==> config.mk <==
export PLATFORM = sky130hd
export DESIGN_NAME = mem_bist
export DESIGN_NICKNAME = d
export VERILOG_FILES = /design/src/rtl/mem_bist_pkg.sv /design/src/rtl/mem_bist_addr_gen.sv /design/src/rtl/mem_bist.sv
export SDC_FILE = /design/constraint.sdc
export NUM_CORES = 1
export LEC_CHECK = 0
export CAP_MARGIN = 5
export CORE_MARGIN = 2
export CORE_UTILIZATION = 30
export CTS_BUF_LIST = sky130_fd_sc_hd__clkbuf_8
export DETAILED_ROUTE_END_ITERATION = 8
export HOLD_SLACK_MARGIN = 0.03
export SLEW_MARGIN = 25
export SYNTH_ARGS = -nofsm -noshare
export SYNTH_HDL_FRONTEND = slang
export SYNTH_SLANG_ARGS = --single-unit
==> constraint.sdc <==
create_clock -name clk -period 4.1 [get_ports clk]
set_clock_uncertainty 0.05 [all_clocks]
set_input_delay 0.41 -clock clk [delete_from_list [all_inputs] [get_ports clk]]
set_output_delay 0.41 -clock clk [all_outputs]
set_load 0.01 [all_outputs]
==> src/rtl/mem_bist_pkg.sv <==
// Shared constants for the memory BIST: state codes, phase and direction
// encodings, default background pattern and result counter width.
package mem_bist_pkg;

   // FSM state codes
   localparam logic [2:0] S_IDLE = 3'd0;
   localparam logic [2:0] S_W0   = 3'd1;
   localparam logic [2:0] S_M1   = 3'd2;
   localparam logic [2:0] S_M2   = 3'd3;
   localparam logic [2:0] S_M3   = 3'd4;
   localparam logic [2:0] S_FIN  = 3'd5;

   // Sub-phase inside a read/check element
   localparam logic PH_RD  = 1'b0;
   localparam logic PH_CHK = 1'b1;

   // Address walk direction
   localparam logic DIR_UP = 1'b1;
   localparam logic DIR_DN = 1'b0;

   localparam logic [7:0] DEFAULT_PATTERN = 8'h55;
   localparam int         ERR_CNT_W       = 8;

   // Only M2 walks downwards.
   function automatic logic elem_dir(input logic [2:0] st);
      return (st == S_M2) ? DIR_DN : DIR_UP;
   endfunction

endpackage

==> src/rtl/mem_bist_addr_gen.sv <==
// Up/down address counter for the March elements. ld jumps to the first
// address of an element in direction ld_dir; step advances in direction dir
// and wraps naturally. last flags the terminal address for direction dir.
module mem_bist_addr_gen
   import mem_bist_pkg::*;
#(
   parameter int ADDR_W = 4
) (
   input  logic              clk,
   input  logic              rst,
   input  logic              ld,
   input  logic              ld_dir,
   input  logic              step,
   input  logic              dir,
   output logic [ADDR_W-1:0] adr,
   output logic              last
);

   // address register: load wins over step
   always_ff @(posedge clk or posedge rst) begin
      if (rst)
         adr <= '0;
      else if (ld)
         adr <= (ld_dir == DIR_UP) ? '0 : '1;
      else if (step)
         adr <= (dir == DIR_UP) ? adr + ADDR_W'(1) : adr - ADDR_W'(1);
   end

   assign last = (dir == DIR_UP) ? (adr == '1) : (adr == '0);

endmodule

==> src/rtl/mem_bist.sv <==
// March-style BIST initiator for a single-port synchronous-read memory.
// Sequence: W0 up write P; M1 up read P / write ~P; M2 down read ~P /
// write P; M3 up read P. Compare is combinational in CHK, registered at its end.
// Optional build macro MEM_BIST_FAIL_STOP_EN: end the run at the first mismatch.
//
// state  | meaning
// IDLE   | waiting for start
// W0     | ascending write of background P, one cycle per address
// M1     | ascending RD / CHK(expect P, write ~P)
// M2     | descending RD / CHK(expect ~P, write P)
// M3     | ascending RD / CHK(expect P, no write)
// FIN    | done pulse, result published
module mem_bist
   import mem_bist_pkg::*;
#(
   parameter int                ADDR_W  = 4,
   parameter int                DATA_W  = 8,
   parameter logic [DATA_W-1:0] PATTERN = DATA_W'(DEFAULT_PATTERN)
) (
   input  logic                 clk,
   input  logic                 rst,
   input  logic                 start,
   output logic                 busy,
   output logic                 done,
   output logic                 pass,
   output logic [ADDR_W-1:0]    fail_adr,
   output logic [ERR_CNT_W-1:0] err_cnt,
   output logic [ADDR_W-1:0]    adr,
   output logic [DATA_W-1:0]    dat_w,
   output logic                 we,
   input  logic [DATA_W-1:0]    dat_r
);

   logic [2:0]           state;
   logic                 phase;
   logic                 last;
   logic                 ag_ld;
   logic                 ag_ld_dir;
   logic                 ag_step;
   logic                 ag_dir;
   logic                 chk;
   logic                 mism;
   logic                 stop;
   logic [DATA_W-1:0]    exp_dat;
   logic [ERR_CNT_W-1:0] err_nxt;

   mem_bist_addr_gen #(.ADDR_W(ADDR_W)) u_addr_gen (
      .clk    (clk),
      .rst    (rst),
      .ld     (ag_ld),
      .ld_dir (ag_ld_dir),
      .step   (ag_step),
      .dir    (ag_dir),
      .adr    (adr),
      .last   (last)
   );

   assign ag_dir  = elem_dir(state);
   assign exp_dat = (state == S_M2) ? ~PATTERN : PATTERN;
   assign chk     = (phase == PH_CHK) &&
                    ((state == S_M1) || (state == S_M2) || (state == S_M3));
   assign mism    = chk && (dat_r != exp_dat);
   assign err_nxt = (mism && (err_cnt != '1)) ? err_cnt + ERR_CNT_W'(1) : err_cnt;

`ifdef MEM_BIST_FAIL_STOP_EN
   assign stop = mism;
`else
   assign stop = 1'b0;
`endif

   // address counter control: step within an element, reload at element change
   always_comb begin
      ag_ld     = 1'b0;
      ag_ld_dir = DIR_UP;
      ag_step   = 1'b0;
      case (state)
         S_IDLE: ag_ld = start;
         S_W0: begin
            if (last) ag_ld = 1'b1;
            else      ag_step = 1'b1;
         end
         S_M1, S_M2, S_M3: begin
            if (phase == PH_CHK) begin
               if (last && (state != S_M3)) begin
                  ag_ld     = 1'b1;
                  ag_ld_dir = (state == S_M1) ? DIR_DN : DIR_UP;
               end else begin
                  ag_step = 1'b1;
               end
            end
         end
         default: ;
      endcase
   end

   // sequencing FSM, memory write controls and result registers
   always_ff @(posedge clk or posedge rst) begin
      if (rst) begin
         state    <= S_IDLE;
         phase    <= PH_RD;
         busy     <= 1'b0;
         done     <= 1'b0;
         pass     <= 1'b0;
         fail_adr <= '0;
         err_cnt  <= '0;
         dat_w    <= '0;
         we       <= 1'b0;
      end else begin
         case (state)
            S_IDLE: begin
               done <= 1'b0;
               if (start) begin
                  state    <= S_W0;
                  phase    <= PH_RD;
                  busy     <= 1'b1;
                  we       <= 1'b1;
                  dat_w    <= PATTERN;
                  err_cnt  <= '0;
                  fail_adr <= '0;
                  pass     <= 1'b0;
               end
            end
            S_W0: begin
               if (last) begin
                  state <= S_M1;
                  we    <= 1'b0;
               end
            end
            S_M1, S_M2, S_M3: begin
               if (phase == PH_RD) begin
                  phase <= PH_CHK;
                  we    <= (state != S_M3);
                  dat_w <= (state == S_M1) ? ~PATTERN : PATTERN;
               end else begin
                  phase   <= PH_RD;
                  we      <= 1'b0;
                  err_cnt <= err_nxt;
                  if (mism && (err_cnt == '0))
                     fail_adr <= adr;
                  if (stop || (last && (state == S_M3))) begin
                     state <= S_FIN;
                     busy  <= 1'b0;
                     done  <= 1'b1;
                     pass  <= (err_nxt == '0);
                  end else if (last) begin
                     state <= (state == S_M1) ? S_M2 : S_M3;
                  end
               end
            end
            S_FIN: begin
               done  <= 1'b0;
               state <= S_IDLE;
            end
            default: state <= S_IDLE;
         endcase
      end
   end

endmodule

==> flow_metrics.py, run 1 <==
metrics = {
    "sta": {
        "hold_viol": 0,
        "fin_crit_ns": 2.59,
        "period_share": 0.632,
        "finalSetupViolCount": 0,
        "max_slew_margin": 0.553,
        "clock.fmax_mhz": 386,
        "drv_slew": 0,
        "tns_ns": 0,
        "worstMarginPinSlew_ns": 0.670,
        "rsz0062_at_grt": "false",
    },
    "floorplanning": {
        "start_util": 0.314,
        "fp.dieW_um": 83.1,
        "top_level_ports": 39,
        "die_h_um": 83.1,
        "placementRows": 28,
        "die-area_mm2": 0.00691,
        "core_mm2": 0.00599,
    },
    "place": {
        "io_buffers": 38,
        "routabilityCongestion": 0.851,
        "placed_area_mm2": 0.00226,
        "dp_hpwl_mm": 3.19,
    },
    "worst_setup_path": {
        "reg2reg_depth": 6,
        "criticalPathCategory": "flop to flop",
        "required_ns": 4.24,
        "cp_max_fo": 23,
        "critPathLaunchType": "flop",
        "end_kind": "flop",
        "cp.arrival_ns": 2.73,
    },
    "clock_network": {
        "root_buffer": "clkbuf_8",
        "cts_resized": 0,
        "cts_sinks": 26,
        "cts.clk_slew.worst_paths_ns": 0.09,
        "clock_path_buffers": 2,
        "cts_made_buffers": 3,
        "post_cts_buffers": 0,
        "htree_num_levels": 1,
        "holdBufCountCts": 0,
        "tritoncts": "built",
        "clock_latency_ns": 0.27,
    },
    "logic_synthesis": {
        "synth_top_area_share": 0.346,
        "ys_warn_count": 0,
        "synthDistinctLibCells": 50,
        "synthArstFlopShare": 1.00,
        "netlist_instances": 218,
        "yosysSeqAreaShare": 0.346,
        "syn_area_per_cell_um2": 8.62,
        "synthTopCellsByArea": "dfrtp_1 (35%), a21oi_1 (5.6%), nand2_1 (4.0%)",
        "syn-cell-area_mm2": 0.00188,
        "ys.flop_type": "dfrtp_1",
        "synth_edf_count": 0,
        "synth_fp_nets": 234,
        "ys_ff_latch": 26,
        "synth_top_area_cell": "dfrtp_1",
    },
    "power_and_ir_drop": {
        "p_comb_frac": 0.297,
        "peakVddDrop_mv": 0.157,
        "cellLeakagePower_nw": 0.953,
        "intPower_w": 0.000511,
        "clkPwrFrac": 0.225,
        "p_per_area_mw_per_mm2": 327,
        "sequentialPowerShare": 0.477,
        "p_switching_w": 0.000249,
        "swShare": 0.328,
    },
    "finish": {
        "fin_area_mm2": 0.00233,
        "diodes": 0,
        "area_growth_pct": 23.8,
        "drive_above_1_share": 0.0741,
        "fill_cells": 608,
        "final_core_util": 0.388,
        "final_cell_mix": "clkdlybuf4s50_1 (38), dfrtp_1 (26), a21oi_1 (21)",
        "nets": 260,
        "mostFrequentLayoutCell": "clkdlybuf4s50_1",
    },
    "global_route": {
        "busiest_layer": "met2",
        "first_global_vias": 1600,
        "antenna_found_initial": 0,
        "grt_overflow": 0,
        "grt_use_met2": 0.221,
        "grt_util_met1": 0.180,
        "grt_max_degree": 27,
        "met3_usage": 0.0249,
        "grt_util_all_layers": 0.131,
        "grt_pass1_wl_mm": 7.64,
    },
    "route": {
        "viasPerCell": 5.16,
        "wire_per_inst_um": 13.8,
        "via_count": 1641,
        "drt_iter0_drc": 68,
        "first_pass_iters": 4,
        "drt-total-wl_mm": 4.39,
        "antenna_left": 0,
        "post-route-drc-count": 0,
    },
    "status": {
        "status": "finished, final reports clean",
    },
    "flow_run": {
        "maxCapViolations": 0,
    },
    "hold_path": {
        "hold_class": "flop to flop",
        "holdPathStages": 2,
    },
}
==> final cells by class <==
class	count	area [um^2]	area share
well taps	75	93.8	0.0403
multi-input cells	162	1100	0.472
repair buffers	38	380	0.164
clock buffers	4	55.1	0.0237
inverters	13	48.8	0.0210
flip-flops and latches	26	651	0.280
==> critical path, stage by stage, from the launching register on <==
cell      delay [ns]
dfrtp_1         0.78
and4bb_2        0.35
nor2_1          0.15
nor4_4          0.66
and3b_1         0.26
o22ai_1         0.08
o31ai_1         0.18
==> routing by layer <==
metal,routed length (um),part of all wire,vias to the layer above
met5,0,0,-
met4,15,0.0034,0
met3,159,0.036,2
met2,2050,0.47,36
met1,2160,0.49,772
li1,-,-,831
==> power by group through the flow <==
stage | clock (W) | combinational (W) | sequential [W]
finish | 0.000171 | 0.000226 | 0.000363
global route | 0.000186 | 0.000251 | 0.000374
CTS | 0.000177 | 0.000229 | 0.000363
detailed placement | 0 | 0.000228 | 0.000369
global placement | 0 | 0.000227 | 0.000372
floorplan | 0 | 0.000129 | 0.000351
==> sequential cells by signal (all words and copies together), names as in the netlist <==
signal / count
we: 1
done: 1
fail_adr: 4
u_addr_gen.adr: 4
pass: 1
state: 3
dat_w: 2
busy: 1
phase: 1
err_cnt: 8
==> synth_stat cells, types with 4 or more instances <==
| library cell | count |
|---|---|
| a211oi_1 | 4 |
| a21oi_1 | 21 |
| buf_4 | 7 |
| clkbuf_1 | 7 |
| dfrtp_1 | 26 |
| ha_1 | 4 |
| inv_1 | 13 |
| mux2i_1 | 7 |
| nand2_1 | 20 |
| nand2b_1 | 6 |
| nand3_1 | 9 |
| nand4_1 | 4 |
| nor2_1 | 20 |
| o21ai_0 | 11 |
| o22a_1 | 4 |
==> worst paths after layout <==
kind / start / end / slack [ns]
min reg2reg: pass / pass / 0.44
max: state[2] / pass / 1.51
min in group asynchronous: rst / fail_adr[0] / 0.46
min: pass / pass / 0.44
max reg2reg: state[2] / pass / 1.51
max in group asynchronous: rst / state[1] / 3.16
==> cells by family (layout without fill, tap and decap cells) <==
logic type,Yosys count,after routing,share of synthesized area
compound gates,56,56,0.195
xor+xnor,4,4,0.0186
fa+ha+maj,5,5,0.0373
buf+inv,30,55,0.0746
flops,26,26,0.346
mux,10,10,0.0613
simple gates,87,87,0.267
==> stage by stage <==
stage	instances	setup slack [ns]	hold WS, ns	total power, W
6_report	318	1.51	0.438	0.000760
4_1_cts	318	1.24	0.456	0.000769
3_5_place_dp	314	1.26	0.433	0.000597
3_3_place_gp	314	1.34	0.436	0.000599
2_1_floorplan	218	2.00	0.400	0.000479
5_1_grt	318	1.27	0.499	0.000812
(Power assumes the default switching activity.)
==> run 2, diff against run 1 <==
clock period = 2.5 ns   (was 4.1 ns; I/O delays follow)
==> run 2 against run 1 <==
  * Sequential share of layout area is 1.4 points lower
  * Power is 71% higher
  * Critical path depth is 1 higher
  * Wire length is 4.8% higher
  * Sequential power is 50% higher
  * Worst setup slack worse by 1.3 ns
  * Utilization is 2.0 points higher
  * Register-to-register slack worse by 1.2 ns
  * Combinational power is 110% higher
  * Final cell count is 5.0% higher
  * Highest routed layer unchanged
==> flow_metrics.py, run 2 (same netlist as run 1, synthesis figures left out) <==
metrics = {
    "route": {
        "wire_per_inst_um": 13.8,
        "via_count": 1742,
        "drt-total-wl_mm": 4.60,
        "post-route-drc-count": 0,
        "first_pass_iters": 4,
        "antenna_left": 0,
        "viasPerCell": 5.22,
        "drt_iter0_drc": 61,
    },
    "global_route": {
        "grt_max_degree": 27,
        "first_global_vias": 1617,
        "grt_pass1_wl_mm": 7.72,
        "antenna_found_initial": 0,
        "grt_util_all_layers": 0.134,
        "grt_overflow": 0,
    },
    "clock_network": {
        "cts.clk_slew.worst_paths_ns": 0.10,
        "htree_num_levels": 1,
        "clock_latency_ns": 0.27,
        "clock_path_buffers": 2,
        "holdBufCountCts": 0,
        "cts_sinks": 26,
        "tritoncts": "built",
        "post_cts_buffers": 0,
        "cts_made_buffers": 3,
        "cts_resized": 0,
        "root_buffer": "clkbuf_8",
    },
    "floorplanning": {
        "placementRows": 28,
        "die_h_um": 83.1,
        "top_level_ports": 39,
        "core_mm2": 0.00599,
        "start_util": 0.314,
        "die-area_mm2": 0.00691,
        "fp.dieW_um": 83.1,
    },
    "worst_setup_path": {
        "r2r_start": "state[2]",
        "cp.arrival_ns": 2.40,
        "criticalPathCategory": "primary input to flop",
        "end_kind": "flop",
        "reg2reg_slack_ns": 0.32,
        "required_ns": 2.63,
        "r2r-end": "u_addr_gen.adr[3]",
        "critPathLaunchType": "primary input",
        "startpoint": "dat_r[7]",
        "reg2reg_depth": 9,
        "cp_max_fo": 7,
    },
    "sta": {
        "worstMarginPinSlew_ns": 0.611,
        "fin_crit_ns": 2.27,
        "max_slew_margin": 0.589,
        "drv_slew": 0,
        "period_share": 0.908,
        "worst_slack_ns": 0.229,
        "finalSetupViolCount": 0,
        "rsz0062_at_grt": "false",
        "hold_viol": 0,
        "clock.fmax_mhz": 440,
    },
    "finish": {
        "largestRegisters": "err_cnt (8), fail_adr (4), u_addr_gen.adr (4)",
        "final_cell_mix": "clkdlybuf4s50_1 (38), dfrtp_1 (26), a21oi_1 (21)",
        "area_growth_pct": 30.2,
        "fin_area_mm2": 0.00245,
        "largest_reg_flops": 8,
        "final_core_util": 0.408,
        "fill_cells": 622,
        "drive_above_1_share": 0.127,
        "diodes": 0,
        "nets": 276,
        "mostFrequentLayoutCell": "clkdlybuf4s50_1",
        "largest_register": "err_cnt",
    },
    "flow_run": {
        "maxCapViolations": 0,
    },
    "power_and_ir_drop": {
        "p_per_area_mw_per_mm2": 530,
        "peakVddDrop_mv": 0.268,
        "cellLeakagePower_nw": 1.03,
    },
    "place": {
        "routabilityCongestion": 0.834,
        "dp_hpwl_mm": 3.46,
        "placed_area_mm2": 0.00238,
        "io_buffers": 38,
        "place_ws_ns": -0.0244,
    },
    "status": {
        "status": "finished, final reports clean",
    },
    "hold_path": {
        "hold_class": "primary input to asynchronous set/reset pin",
    },
}
[run 2: changes by cell type in the layout (fill, tap and decap cells not counted), sizes merged]
cell,previous run,this run
buf,0,16
[run 2: per-stage QoR]
step | power [W] | std cells | hold slack [ns] | TNS, ns
2_1_floorplan | 0.000786 | 218 | 0.240 | 0
4_1_cts | 0.00131 | 334 | 0.296 | 0
3_3_place_gp | 0.00102 | 330 | 0.434 | 0
3_5_place_dp | 0.00102 | 330 | 0.453 | -0.0244
6_report | 0.00130 | 334 | 0.285 | 0
5_1_grt | 0.00138 | 334 | 0.335 | 0
[run 2: worst max path at each step]
stage | to | slack [ns] | depth (start not counted)
after global placement | pass | 0.05 | 7
after floorplan | u_addr_gen.adr[3] | 0.40 | 6
final | pass | 0.23 | 7
after detailed placement | pass | -0.02 | 7
after global routing | pass | 0.08 | 7
after CTS | pass | 0.1 | 6
[run 2: area by class of cell]
type | instances | area [um^2] | area share
Sequential cell | 26 | 651 | 0.266
Multi-Input combinational cell | 162 | 1100 | 0.449
Timing Repair Buffer | 54 | 500 | 0.205
Tap cell | 75 | 93.8 | 0.0384
Clock buffer | 4 | 55.1 | 0.0225
Inverter | 13 | 48.8 | 0.0199
[run 2: critical path, stage by stage]
cell,delay (ns)
clkdlybuf4s50_1,0.47
or4bb_1,0.47
nor3_1,0.41
nor2_1,0.22
nand3b_1,0.16
nand4_1,0.13
o31ai_1,0.28
[run 2: routing by layer]
metal,vias up,wire [um],part of all wire,track usage
met5,-,0,0,0
met4,0,16,0.0035,0.0268
met3,2,158,0.034,0.0169
met2,35,2260,0.49,0.229
met1,844,2160,0.47,0.180
li1,861,-,-,-
[run 2: power breakdown]
part	internal, W	switching, W	total [W]
logic	0.000247	0.000218	0.000465
clock network	0.000141	0.000144	0.000285
registers	0.000486	0.0000601	0.000546
